**config.mk**
```make
export PLATFORM = sky130hd
export DESIGN_NAME = bp_tile_clint_flat
export DESIGN_NICKNAME = d
export VERILOG_FILES = /design/src/rtl/bp_tile_clint_if.sv /design/src/rtl/bp_tile_clint.sv /design/src/flat_wrapper.sv
export SDC_FILE = /design/constraint.sdc
export NUM_CORES = 1
export LEC_CHECK = 0
export BUFFER_PORTS_ARGS = -buffer_cell sky130_fd_sc_hd__buf_2
export CAP_MARGIN = 20
export CORE_MARGIN = 5
export CORE_UTILIZATION = 34
export CTS_BUF_LIST = sky130_fd_sc_hd__clkbuf_8
export CTS_CLUSTER_SIZE = 14
export DETAILED_ROUTE_END_ITERATION = 6
export PLACE_DENSITY = 0.51
export SYNTH_ARGS = -nofsm -noshare
export SYNTH_HDL_FRONTEND = slang
export SYNTH_SLANG_ARGS = --single-unit
```
**constraint.sdc**
```tcl
create_clock -name clk_i -period 5.3 [get_ports clk_i]
set_clock_uncertainty 0.2 [all_clocks]
set_input_delay 0.265 -clock clk_i [delete_from_list [all_inputs] [get_ports clk_i]]
set_output_delay 0.265 -clock clk_i [all_outputs]
set_load 0.01 [all_outputs]
```
**src/rtl/bp_tile_clint_if.sv**
```systemverilog
// rtl/bp_tile_clint_if.sv - request/response bus between the core and the CLINT
interface bp_tile_clint_if #(
  parameter int dword_width_p = 64,
  parameter int addr_width_p  = 16
);
  logic                     req_v_i;
  logic                     req_ready_o;
  logic                     req_w_i;
  logic [addr_width_p-1:0]  req_addr_i;
  logic [dword_width_p-1:0] req_data_i;
  logic                     resp_v_o;
  logic                     resp_ready_i;
  logic [dword_width_p-1:0] resp_data_o;
  logic                     resp_err_o;

  modport master (
    output req_v_i, req_w_i, req_addr_i, req_data_i, resp_ready_i,
    input  req_ready_o, resp_v_o, resp_data_o, resp_err_o
  );

  modport slave (
    input  req_v_i, req_w_i, req_addr_i, req_data_i, resp_ready_i,
    output req_ready_o, resp_v_o, resp_data_o, resp_err_o
  );
endinterface

```
**src/rtl/bp_tile_clint.sv**
```systemverilog
// rtl/bp_tile_clint.sv - tile CLINT: msip, mtime/mtimecmp with prescaler, irq outputs
module bp_tile_clint #(
  parameter int dword_width_p = 64,
  parameter int addr_width_p  = 16,
  parameter int rtc_div_p     = 8
) (
  input  logic           clk_i,
  input  logic           reset_n_i,
  bp_tile_clint_if.slave bus,
  input  logic           ext_irq_i,
  output logic           timer_irq_o,
  output logic           software_irq_o,
  output logic           external_irq_o
);
  localparam logic [0:0] IDLE = 1'b0;
  localparam logic [0:0] RESP = 1'b1;

  localparam int cnt_w_lp = (rtc_div_p > 1) ? $clog2(rtc_div_p) : 1;
  localparam logic [cnt_w_lp-1:0] cnt_max_lp = cnt_w_lp'(rtc_div_p - 1);

  localparam logic [addr_width_p-1:0] msip_addr_lp     = addr_width_p'(16'h0000);
  localparam logic [addr_width_p-1:0] mtimecmp_addr_lp = addr_width_p'(16'h4000);
  localparam logic [addr_width_p-1:0] mtime_addr_lp    = addr_width_p'(16'hBFF8);

  logic [0:0]               state_r;
  logic [cnt_w_lp-1:0]      cnt_r, cnt_n;
  logic [dword_width_p-1:0] mtime_r, mtime_n;
  logic [dword_width_p-1:0] mtimecmp_r, mtimecmp_n;
  logic                     msip_r;
  logic [dword_width_p-1:0] resp_data_r, rd_data;
  logic                     resp_err_r;
  logic                     timer_irq_r;
  logic [1:0]               sync_r;

  logic accept, tick, mapped;
  logic hit_msip, hit_cmp, hit_mtime;
  logic wr_msip, wr_cmp, wr_mtime;

  always_comb begin
    accept    = bus.req_v_i & (state_r == IDLE);
    hit_msip  = (bus.req_addr_i == msip_addr_lp);
    hit_cmp   = (bus.req_addr_i == mtimecmp_addr_lp);
    hit_mtime = (bus.req_addr_i == mtime_addr_lp);
    mapped    = hit_msip | hit_cmp | hit_mtime;
    wr_msip   = accept & bus.req_w_i & hit_msip;
    wr_cmp    = accept & bus.req_w_i & hit_cmp;
    wr_mtime  = accept & bus.req_w_i & hit_mtime;
    tick      = (cnt_r == cnt_max_lp);

    // a software write to mtime wins over the tick and restarts the prescaler
    mtime_n    = mtime_r;
    cnt_n      = cnt_r + 1'b1;
    if (wr_mtime) begin
      mtime_n = bus.req_data_i;
      cnt_n   = '0;
    end else if (tick) begin
      mtime_n = mtime_r + 1'b1;
      cnt_n   = '0;
    end
    mtimecmp_n = wr_cmp ? bus.req_data_i : mtimecmp_r;

    rd_data = '0;
    if (hit_msip)  rd_data = {{(dword_width_p-1){1'b0}}, msip_r};
    if (hit_cmp)   rd_data = mtimecmp_r;
    if (hit_mtime) rd_data = mtime_r;
  end

  always_ff @(posedge clk_i or negedge reset_n_i) begin
    if (!reset_n_i) begin
      state_r     <= IDLE;
      cnt_r       <= '0;
      mtime_r     <= '0;
      mtimecmp_r  <= '1;
      msip_r      <= 1'b0;
      resp_data_r <= '0;
      resp_err_r  <= 1'b0;
      timer_irq_r <= 1'b0;
      sync_r      <= 2'b00;
    end else begin
      case (state_r)
        IDLE:    if (accept) state_r <= RESP;
        RESP:    if (bus.resp_ready_i) state_r <= IDLE;
        default: state_r <= IDLE;
      endcase

      // read data is captured from the pre-update register values
      if (accept) begin
        resp_data_r <= (bus.req_w_i || !mapped) ? '0 : rd_data;
        resp_err_r  <= ~mapped;
      end

      if (wr_msip) msip_r <= bus.req_data_i[0];
      cnt_r       <= cnt_n;
      mtime_r     <= mtime_n;
      mtimecmp_r  <= mtimecmp_n;
      timer_irq_r <= (mtime_n >= mtimecmp_n);
      sync_r      <= {sync_r[0], ext_irq_i};
    end
  end

  assign bus.req_ready_o = (state_r == IDLE);
  assign bus.resp_v_o    = (state_r == RESP);
  assign bus.resp_data_o = resp_data_r;
  assign bus.resp_err_o  = resp_err_r;
  assign timer_irq_o     = timer_irq_r;
  assign software_irq_o  = msip_r;
  assign external_irq_o  = sync_r[1];
endmodule

```
**src/flat_wrapper.sv**
```systemverilog
// flat-port wrapper written by rule: the top's interface ports become plain ports
module bp_tile_clint_flat 
#(
  parameter int dword_width_p = 64,
  parameter int addr_width_p  = 16,
  parameter int rtc_div_p     = 8
)
  (clk_i, reset_n_i, ext_irq_i, timer_irq_o, software_irq_o, external_irq_o, bus_req_v_i, bus_req_w_i, bus_req_addr_i, bus_req_data_i, bus_resp_ready_i, bus_req_ready_o, bus_resp_v_o, bus_resp_data_o, bus_resp_err_o);
  bp_tile_clint_if #(.dword_width_p(dword_width_p), .addr_width_p(addr_width_p)) bus_i ();
  input  logic clk_i;
  input  logic reset_n_i;
  input  logic ext_irq_i;
  output logic timer_irq_o;
  output logic software_irq_o;
  output logic external_irq_o;
  input wire logic [$bits(bus_i.req_v_i)-1:0] bus_req_v_i;
  input wire logic [$bits(bus_i.req_w_i)-1:0] bus_req_w_i;
  input wire logic [$bits(bus_i.req_addr_i)-1:0] bus_req_addr_i;
  input wire logic [$bits(bus_i.req_data_i)-1:0] bus_req_data_i;
  input wire logic [$bits(bus_i.resp_ready_i)-1:0] bus_resp_ready_i;
  output wire logic [$bits(bus_i.req_ready_o)-1:0] bus_req_ready_o;
  output wire logic [$bits(bus_i.resp_v_o)-1:0] bus_resp_v_o;
  output wire logic [$bits(bus_i.resp_data_o)-1:0] bus_resp_data_o;
  output wire logic [$bits(bus_i.resp_err_o)-1:0] bus_resp_err_o;
  assign bus_i.req_v_i = bus_req_v_i;
  assign bus_i.req_w_i = bus_req_w_i;
  assign bus_i.req_addr_i = bus_req_addr_i;
  assign bus_i.req_data_i = bus_req_data_i;
  assign bus_i.resp_ready_i = bus_resp_ready_i;
  assign bus_req_ready_o = bus_i.req_ready_o;
  assign bus_resp_v_o = bus_i.resp_v_o;
  assign bus_resp_data_o = bus_i.resp_data_o;
  assign bus_resp_err_o = bus_i.resp_err_o;
  bp_tile_clint #(.dword_width_p(dword_width_p), .addr_width_p(addr_width_p), .rtc_div_p(rtc_div_p)) u_core (.clk_i(clk_i), .reset_n_i(reset_n_i), .bus(bus_i), .ext_irq_i(ext_irq_i), .timer_irq_o(timer_irq_o), .software_irq_o(software_irq_o), .external_irq_o(external_irq_o));
endmodule
```
### Word level (Yosys, flattened, before mapping)

Cells that the tools add are included.

* register bits: 201
* input bits: 86
* output and inout port bits: 70

* add/sub/neg operators: 2
* order comparisons: 1
* equality and inequality tests: 3
* mux-type cells: 12
* bitwise gates (word level): 9
* reduce and logical (&&, ||, !) cells: 3

Operator list (number)
* 64-bit 2-to-1 mux: 6
* 64-bit by 1-bit adder with 64-bit output (second input constant): 1
* 64-bit >= comparator: 1
* 16-bit by 15-bit == test with 1-bit output (second input constant): 1
* 16-bit == test (second input constant): 1
* 16-bit zero test: 1
* 3-bit 2-to-1 mux: 2
* 1-bit AND: 5
* 3-bit by 1-bit adder with 3-bit output (second input constant): 1
* 3-bit == test (second input constant): 1
* 1-bit 2-to-1 mux: 3
* 1-bit NOT: 2
* 1-bit OR: 2
* 1-bit one-hot mux with 2 select lines: 1
* 1-bit zero test: 1
* 1-bit logical OR: 1

### Depth between registers and ports, before layout

Gate-level depths: netlist of the first run.

* word-level depth: 6
* gate-level depth with buffers: 18

### Worst setup path after synthesis of the first run

Ideal clock, no wire load.

* path kind: reg2reg
* start: reg u_core.cnt_r[0]
* end: reg u_core.timer_irq_r (netlist: u_core.timer_irq_o)
* library setup time: 0.132 ns
* data arrival time: 3.577 ns
* data required time: 4.968 ns
* path slack: 1.390 ns
* stages on the path, launching flop included: 18
* path buffers: 2
* cell sequence: dfrtp_1 -> ha_1 -> ha_1 -> clkbuf_1 -> nand4_1 -> nor3_1 -> nor3b_1 -> buf_2 -> nand2_1 -> xor2_1 -> o21ai_0 -> ha_1 -> a21oi_1 -> o21ai_0 -> a221oi_1 -> nor3_1 -> nor4_1 -> o21ai_0

* word-level cells in the longest chain between the ends: 4

RTL lines
* start, declared: line bp_tile_clint.sv:26 `logic [cnt_w_lp-1:0] cnt_r, cnt_n;`
* start signal, assigned: line bp_tile_clint.sv:93 `cnt_r <= cnt_n;`
* 3-bit == test: line bp_tile_clint.sv:48 `tick = (cnt_r == cnt_max_lp);`
* 64-bit 2-to-1 mux: line bp_tile_clint.sv:56 `end else if (tick) begin`
* 64-bit 2-to-1 mux: line bp_tile_clint.sv:53 `if (wr_mtime) begin`
* net u_core.mtime_n[19]: line bp_tile_clint.sv:27 `logic [dword_width_p-1:0] mtime_r, mtime_n;`
* 64-bit >= comparator: line bp_tile_clint.sv:96 `timer_irq_r <= (mtime_n >= mtimecmp_n);`
* end signal, assigned: line bp_tile_clint.sv:96
* end, declared: line bp_tile_clint.sv:32 `logic timer_irq_r;`

The timed path passes the listed nets, and every way through them passes these cells.
A chain may end at the register's enable or synchronous reset.

### Worst setup path in the final report of the first run

Same ends and word-level chain as after synthesis.

==> results of run 1 <==
[registers in the layout, indices dropped and copies added (netlist names)]
name                    flops
u_core.timer_irq_o          1
u_core.bus.resp_v_o         1
u_core.software_irq_o       1
u_core.cnt_r                3
u_core.bus.resp_data_o     64
u_core.mtime_r             64
u_core.sync_r               2
u_core.bus.resp_err_o       1
u_core.mtimecmp_r          64
[worst reg2reg max path: cells and delay by family, from the launching register on]
family,cells,cell delay (ps)
compound gates,7,1410
xor+xnor,1,180
fa+ha+maj,3,770
buf+inv,1,310
flops,1,350
simple gates,4,1460
[final cells by class]
class,count,area (µm²),share of cell area [%]
multi-input combinational,768,5190,38.7
sequential,201,5110,38.1
timing repair buffer,235,1580,11.8
clock buffer,48,661,4.92
tap,402,503,3.75
inverter,78,293,2.18
clock inverter,19,82.6,0.615
[layer usage]
metal  track usage [%]  vias up
met3              2.77       53
met4              5.65        0
met2              26.4      209
met5                 0        -
met1              25.8     4302
li1                  -     4325
[metrics by stage]
step | hold WS (ps) | utilization [%] | total power [W] | cells
after detailed placement | 135 | 38.1 | 0.00170 | 1615
after global routing | 92.9 | 42.6 | 0.00333 | 1751
final | 104 | 42.6 | 0.00319 | 1751
after global placement | 133 | 38.0 | 0.00170 | 1614
after floorplan | -231 | - | 0.00160 | 1104
after CTS | 62.5 | 42.6 | 0.00325 | 1751
[timing repair]
action | 4_1_cts | 5_1_grt
buffers inserted | 0 | 0
hold buffers | 69 | 0
endpoints found under the hold margin | 203 | 0
[path summary, 6_finish.rpt]
kind / from / endpoint / slack [ps] / cells past startpoint
worst min register to register: u_core.sync_r[0]$_DFF_PN0_ / u_core.sync_r[1]$_DFF_PN0_ / 150 / 0
max in group asynchronous: reset_n_i / u_core.bus.resp_data_o[61]$_DFFE_PN0N_ / 3420 / 3
min in group asynchronous: reset_n_i / u_core.bus.resp_data_o[21]$_DFFE_PN0N_ / 160 / 2
worst min-delay path: bus_req_v_i / u_core.bus.resp_err_o$_DFFE_PN0N_ / 100 / 3
worst max-delay path: u_core.cnt_r[0]$_DFF_PN0_ / u_core.timer_irq_o$_DFF_PN0_ / 460 / 16
worst max register to register: u_core.cnt_r[0]$_DFF_PN0_ / u_core.timer_irq_o$_DFF_PN0_ / 460 / 16
[power groups by stage]
stage / Combinational [W] / Sequential, W / Clock (W)
6_report: 0.000160 / 0.00154 / 0.00148
5_1_grt: 0.000181 / 0.00154 / 0.00161
4_1_cts: 0.000165 / 0.00154 / 0.00154
3_5_place_dp: 0.000126 / 0.00157 / 0
3_3_place_gp: 0.000126 / 0.00157 / 0
2_1_floorplan: 0.0000295 / 0.00157 / 0
[cell usage in the layout, fill, tap and decap left out, types with 9 or more instances in the layout]
master	instances
nand2_1	163
buf_2	154
dfrtp_1	137
o21ai_0	106
inv_1	90
dlygate4sd3_1	69
ha_1	67
dfstp_2	64
a22oi_1	63
clkbuf_8	49
nand4_1	35
mux2_2	33
xnor2_1	32
mux2i_1	32
xor2_1	30
nand3_1	28
o21ai_1	27
a21oi_1	26
nor2_1	22
nor3_1	13
a21o_1	12
and3_1	11
nor4_1	10
buf_4	9
[cells by family (layout without fill, tap and decap cells)]
family	count (synthesis)	count (layout)	share of synthesized area (%)
fa+ha+maj	67	67	7.77
xor+xnor	62	62	5.03
mux	69	69	6.83
flops	201	201	47.4
simple gates	325	325	14.8
buf+inv	135	380	4.81
compound gates	245	245	13.4
==> tab_implementation.tex, run 1 <==
\begin{tabular}{lr}
\hline
Metric & Value \\
\hline
\multicolumn{2}{l}{\textbf{Routing}} \\
\quad Uppermost metal layer occupied by signal nets & met4 \\
\quad Average detailed-routed wire length per instance & 17.8 µm \\
\quad Total iterations of the first detailed-routing run & 5 \\
\quad Wire length after detailed routing & 31100 µm \\
\quad Number of nets still failing antenna checks after routing & 0 \\
\quad Residual DRC & 0 \\
\quad Sum of routed wire segments on met1 & 15600 µm \\
\quad Starting DRC count in detailed routing & 560 \\
\quad Via total after detailed routing & 8889 \\
\quad Via density per instance & 5.08 \\
\quad Routed met3 length & 1320 µm \\
\quad Total length of routed met2 wires & 13300 µm \\
\multicolumn{2}{l}{\textbf{Power and ir drop}} \\
\quad Clock Power Share & 46.5\% \\
\quad Gate power share & 5.0\% \\
\quad PwrDens & 237 nW/µm² \\
\quad Sw frac & 24.0\% \\
\quad Leakage dissipation & 6.18 nW \\
\quad Max rail drop VDD & 0.121 mV \\
\quad Cell-internal power & 0.00242 W \\
\quad Share of total power in sequential cells & 48.5\% \\
\quad Net switching power of the design & 0.000764 W \\
\multicolumn{2}{l}{\textbf{Synth}} \\
\quad YS warnings & 0 \\
\quad Fraction of synthesized cell area taken by the top area cell type & 31.8\% \\
\quad Number of synthesized flops with an enable pin & 0 \\
\quad Number of unique standard cell types used by synthesis & 48 \\
\quad Leading post-synthesis cells by cell area & dfrtp\_1 (32\%), dfstp\_2 (16\%), ha\_1 (7.8\%) \\
\quad Share of synthesized flip-flops with an asynchronous set or reset & 100\% \\
\quad Most frequently used cell type in the post-synthesis netlist & nand2\_1 \\
\quad Netlist area before placement & 10800 µm² \\
\quad Most instantiated cells after synthesis & nand2\_1 (164), dfrtp\_1 (137), o21ai\_0 (106) \\
\quad Main flop type after synthesis & dfrtp\_1 \\
\quad Dominant cell type by area after synthesis & dfrtp\_1 \\
\quad Mapped Nets & 1257 \\
\quad \#FFs+latches synth & 201 \\
\quad Sequential-to-total area share from yosys stat & 47.4\% \\
\quad Synthesized area divided by synthesized cell count & 9.77 µm² \\
\quad Instance count of the mapped netlist & 1104 \\
\multicolumn{2}{l}{\textbf{Setup path}} \\
\quad Nature of the critical path endpoint & flop \\
\quad Critical path cell sequence & ha\_1 -> ha\_1 -> nand4\_1 -> nor3\_1 -> nor3b\_1 -> buf\_4 -> nand4\_1 -> xor2\_1 -> o21ai\_0 -> ha\_1 -> a21o\_1 -> a21o\_1 -> a21oi\_1 -> o211ai\_1 -> a211oi\_1 -> o21ai\_0 \\
\quad Crit path max-delay cell type & nor3b\_1 \\
\quad Crit-path most repeated cell & ha\_1 \\
\quad Delay contributed by the slowest stage of the critical path & 610 ps \\
\quad Startpoint types & flop \\
\quad CP Data Arrival Time & 5020 ps \\
\quad Worst setup path category & reg2reg \\
\quad Combined buffer and inverter count along the critical path & 1 \\
\quad Highest fanout seen on the critical path & 9 \\
\quad Data required, critical path & 5480 ps \\
\quad Cell type group with the largest total delay on the critical path & simple AND/OR/NAND/NOR gates \\
\multicolumn{2}{l}{\textbf{Placed design}} \\
\quad Placer's final routability congestion estimate & 0.798 \\
\quad Worst slack after detailed placement & 500 ps \\
\quad Placed cell area & 12000 µm² \\
\quad Placed wire-length estimate after detailed placement & 20900 µm \\
\quad Port buffer count & 155 \\
\multicolumn{2}{l}{\textbf{Floorplan}} \\
\quad Initial Utilization & 34.3\% \\
\quad DIE AREA & 35400 µm² \\
\quad Height of the die & 188 µm \\
\quad Die width & 188 µm \\
\quad Cell Rows & 65 \\
\quad Standard cell core area & 31500 µm² \\
\quad I/O pin total & 156 \\
\multicolumn{2}{l}{\textbf{Clock tree}} \\
\quad Total clock sinks & 201 \\
\quad CTS tree & done \\
\quad Max clock buf depth & 3 \\
\quad Number of resized instances in the post-cts repair step & 0 \\
\quad Clock-pin slew reported for the worst setup and hold paths after clock tree synthesis & 60 ps \\
\quad Num CTS Buffers & 37 \\
\quad H-Tree Depth & 2 \\
\quad Clock network latency to the later pin of the worst-skew pair & 530 ps \\
\quad Root cell of the clock tree & clkbuf\_8 \\
\multicolumn{2}{l}{\textbf{Finish}} \\
\quad Ratio of cells with drive above 1 in the final layout & 24.8\% \\
\quad Total number of nets in the final design & 1474 \\
\quad Antenna diode count & 0 \\
\quad Fill cells & 3130 \\
\quad Final non-filler cell area & 13400 µm² \\
\quad Relative area change from synthesis to final layout & 24.4\% \\
\multicolumn{2}{l}{\textbf{STA}} \\
\quad Max Freq & 207 MHz \\
\quad Hold violation count in the final report & 0 \\
\quad Setup violators final & 0 \\
\quad Final number of max-transition violations & 0 \\
\quad Rel. slew slack & 31.7\% \\
\quad Post-route setup TNS & 0 ps \\
\quad Unrepaired setup endpoints after global routing & no \\
\quad Worst Tran Pin Value & 1020 ps \\
\quad Share of the clock period used by the worst path & 91.3\% \\
\quad Final period demand of the worst path & 4840 ps \\
\quad Final setup slack of the worst path & 463 ps \\
\multicolumn{2}{l}{\textbf{Global route}} \\
\quad Total Routing Usage GR & 17.5\% \\
\quad First-pass GRT wire length & 50700 µm \\
\quad Via count of the first global-routing pass & 9167 \\
\quad Maximum number of pins on one net before global-route repair & 132 \\
\quad Antenna violations before repair & 0 \\
\quad Grt ovf & 0 \\
\multicolumn{2}{l}{\textbf{Run status}} \\
\quad Outcome & completed \\
\multicolumn{2}{l}{\textbf{Flow run}} \\
\quad \# Max-Cap Violations & 0 \\
\multicolumn{2}{l}{\textbf{Min path}} \\
\quad Worst min-delay path category & in2reg \\
\hline
\end{tabular}
(Power assumes the default switching activity.)
==> inputs of run 2 (changes only) <==
--- a/config.mk
+++ b/config.mk
@@ -7,6 +7,7 @@
 export LEC_CHECK = 0
 export BUFFER_PORTS_ARGS = -buffer_cell sky130_fd_sc_hd__buf_2
 export CAP_MARGIN = 20
+export CORE_ASPECT_RATIO = 1.75
 export CORE_MARGIN = 5
 export CORE_UTILIZATION = 34
 export CTS_BUF_LIST = sky130_fd_sc_hd__clkbuf_8
==> tab_implementation.tex, run 2 (synthesis results as in run 1) <==
\begin{tabular}{lr}
\hline
Metric & Value \\
\hline
\multicolumn{2}{l}{\textbf{Run status}} \\
\quad Outcome & completed \\
\multicolumn{2}{l}{\textbf{Clock tree}} \\
\quad Root cell of the clock tree & clkbuf\_8 \\
\quad Max clock buf depth & 3 \\
\quad Hold buffer count at CTS & 69 \\
\quad Num CTS Buffers & 34 \\
\quad Total clock sinks & 201 \\
\quad Setup Buffers After CTS & 0 \\
\quad Clock-pin slew reported for the worst setup and hold paths after clock tree synthesis & 60 ps \\
\quad CTS tree & done \\
\quad Clock network latency to the later pin of the worst-skew pair & 550 ps \\
\quad H-Tree Depth & 2 \\
\quad Number of resized instances in the post-cts repair step & 0 \\
\multicolumn{2}{l}{\textbf{STA}} \\
\quad Hold violation count in the final report & 0 \\
\quad Rel. slew slack & 37.7\% \\
\quad Share of the clock period used by the worst path & 87.4\% \\
\quad Max Freq & 216 MHz \\
\quad Unrepaired setup endpoints after global routing & no \\
\quad Worst Tran Pin Value & 935 ps \\
\quad Final setup slack of the worst path & 666 ps \\
\quad Final number of max-transition violations & 0 \\
\quad Post-route setup TNS & 0 ps \\
\quad Setup violators final & 0 \\
\quad Final period demand of the worst path & 4630 ps \\
\quad Worst hold margin & 73.0 ps \\
\multicolumn{2}{l}{\textbf{Floorplan}} \\
\quad Initial Utilization & 34.3\% \\
\quad Height of the die & 246 µm \\
\quad I/O pin total & 156 \\
\quad Die width & 145 µm \\
\quad Cell Rows & 86 \\
\quad Standard cell core area & 31400 µm² \\
\quad DIE AREA & 35500 µm² \\
\multicolumn{2}{l}{\textbf{Placed design}} \\
\quad Placed wire-length estimate after detailed placement & 23000 µm \\
\quad Placer's final routability congestion estimate & 0.817 \\
\quad Port buffer count & 155 \\
\quad Worst slack after detailed placement & 577 ps \\
\multicolumn{2}{l}{\textbf{Routing}} \\
\quad Sum of routed wire segments on met1 & 11700 µm \\
\quad Total iterations of the first detailed-routing run & 7 \\
\quad Total length of routed met2 wires & 19000 µm \\
\quad Via density per instance & 5.08 \\
\quad Starting DRC count in detailed routing & 428 \\
\quad Uppermost metal layer occupied by signal nets & met4 \\
\quad Residual DRC & 0 \\
\quad Routed met3 length & 935 µm \\
\quad Via total after detailed routing & 8854 \\
\quad Number of nets still failing antenna checks after routing & 0 \\
\quad Average detailed-routed wire length per instance & 18.7 µm \\
\quad Wire length after detailed routing & 32600 µm \\
\multicolumn{2}{l}{\textbf{Setup path}} \\
\quad Highest fanout seen on the critical path & 14 \\
\quad Nature of the critical path endpoint & flop \\
\quad CP Data Arrival Time & 4890 ps \\
\quad Startpoint types & flop \\
\quad Data required, critical path & 5550 ps \\
\quad Worst setup path category & reg2reg \\
\multicolumn{2}{l}{\textbf{Power and ir drop}} \\
\quad Net switching power of the design & 0.000750 W \\
\quad Leakage dissipation & 6.20 nW \\
\quad Gate power share & 5.0\% \\
\quad Share of total power in sequential cells & 47.7\% \\
\quad PwrDens & 241 nW/µm² \\
\quad Cell-internal power & 0.00249 W \\
\quad Total power consumption of the routed design & 0.00324 W \\
\quad Sw frac & 23.2\% \\
\quad Max rail drop VDD & 0.141 mV \\
\quad Clock Power Share & 47.3\% \\
\multicolumn{2}{l}{\textbf{Finish}} \\
\quad Fill cells & 3162 \\
\quad Total number of nets in the final design & 1474 \\
\quad Commonest cells after routing, fill and taps aside & nand2\_1 (163), buf\_2 (154), dfrtp\_1 (137) \\
\quad Most common cell after layout, fill and taps aside & nand2\_1 \\
\quad Relative area change from synthesis to final layout & 24.7\% \\
\quad Ratio of cells with drive above 1 in the final layout & 24.5\% \\
\multicolumn{2}{l}{\textbf{Global route}} \\
\quad Maximum number of pins on one net before global-route repair & 117 \\
\quad Total Routing Usage GR & 18.5\% \\
\quad Grt ovf & 0 \\
\quad First-pass GRT wire length & 51300 µm \\
\quad Antenna violations before repair & 1 \\
\quad Via count of the first global-routing pass & 9619 \\
\multicolumn{2}{l}{\textbf{Flow run}} \\
\quad \# Max-Cap Violations & 0 \\
\multicolumn{2}{l}{\textbf{Min path}} \\
\quad Worst min-delay path category & in2reg \\
\hline
\end{tabular}
run 2: cell types whose count changed in the layout (fill, tap and decap cells not counted), sizes merged:
cell      previous run  this run
buf                165       168
bufinv               0         3
clkbuf              49        44
clkinv               6         2
clkinvlp             1         0
diode                0         1
inv                 90        91
run 2: critical path: stages (launching register included):
cell and delay (ps):
dfrtp_1 350, ha_1 160, ha_1 310, and3_1 270
nand3_1 200, or4_1 900, nor4_2 420, xnor2_1 160
o21ai_1 100, ha_1 310, nand4_1 160, or2_2 350
o31ai_1 470, a211oi_1 80, o21ai_0 100
run 2: per-stage QoR:
| stage | area (µm²) | utilization, % | cells |
|---|---|---|---|
| after floorplan | 10800 | - | 1104 |
| after global placement | 12000 | 38.2 | 1611 |
| after detailed placement | 12000 | 38.2 | 1612 |
| after CTS | 13400 | 42.8 | 1742 |
| after global routing | 13400 | 42.8 | 1743 |
| final | 13400 | 42.8 | 1743 |
run 2: final timing paths:
check | slack [ps] | cells after the start | start | endpoint
max in group asynchronous | 3620 | 3 | reset_n_i | u_core.sync_r[1]$_DFF_PN0_
min in group asynchronous | 110 | 2 | reset_n_i | u_core.bus.resp_data_o[40]$_DFFE_PN0N_
worst min register to register | 150 | 0 | u_core.sync_r[0]$_DFF_PN0_ | u_core.sync_r[1]$_DFF_PN0_
worst max register to register | 670 | 14 | u_core.cnt_r[0]$_DFF_PN0_ | u_core.timer_irq_o$_DFF_PN0_
worst min-delay path | 70 | 3 | bus_req_v_i | u_core.bus.resp_err_o$_DFFE_PN0N_
worst max-delay path | 670 | 14 | u_core.cnt_r[0]$_DFF_PN0_ | u_core.timer_irq_o$_DFF_PN0_
run 2: per-layer routing:
metal,vias to the layer above,track usage [%]
li1,4323,-
met1,4335,19.3
met2,144,36.9
met3,52,2.35
met4,0,6.18
met5,-,0
run 2: cell type report:
class / count / area [µm²] / area share (%)
inverters: 78 / 293 / 2.18
clock buffers: 43 / 592 / 4.40
well taps: 396 / 495 / 3.68
multi-input cells: 768 / 5190 / 38.6
repair buffers: 238 / 1620 / 12.0
clock inverters: 18 / 149 / 1.11
diodes: 1 / 2.50 / 0.0186
flip-flops and latches: 201 / 5110 / 38.0
run 2: power groups by stage:
stage                     sequential, W  clock [W]  combinational (W)
final                           0.00154    0.00153           0.000161
after global routing            0.00154    0.00165           0.000180
after CTS                       0.00154    0.00159           0.000166
after detailed placement        0.00157          0           0.000126
after global placement          0.00157          0           0.000126
after floorplan                 0.00157          0          0.0000295
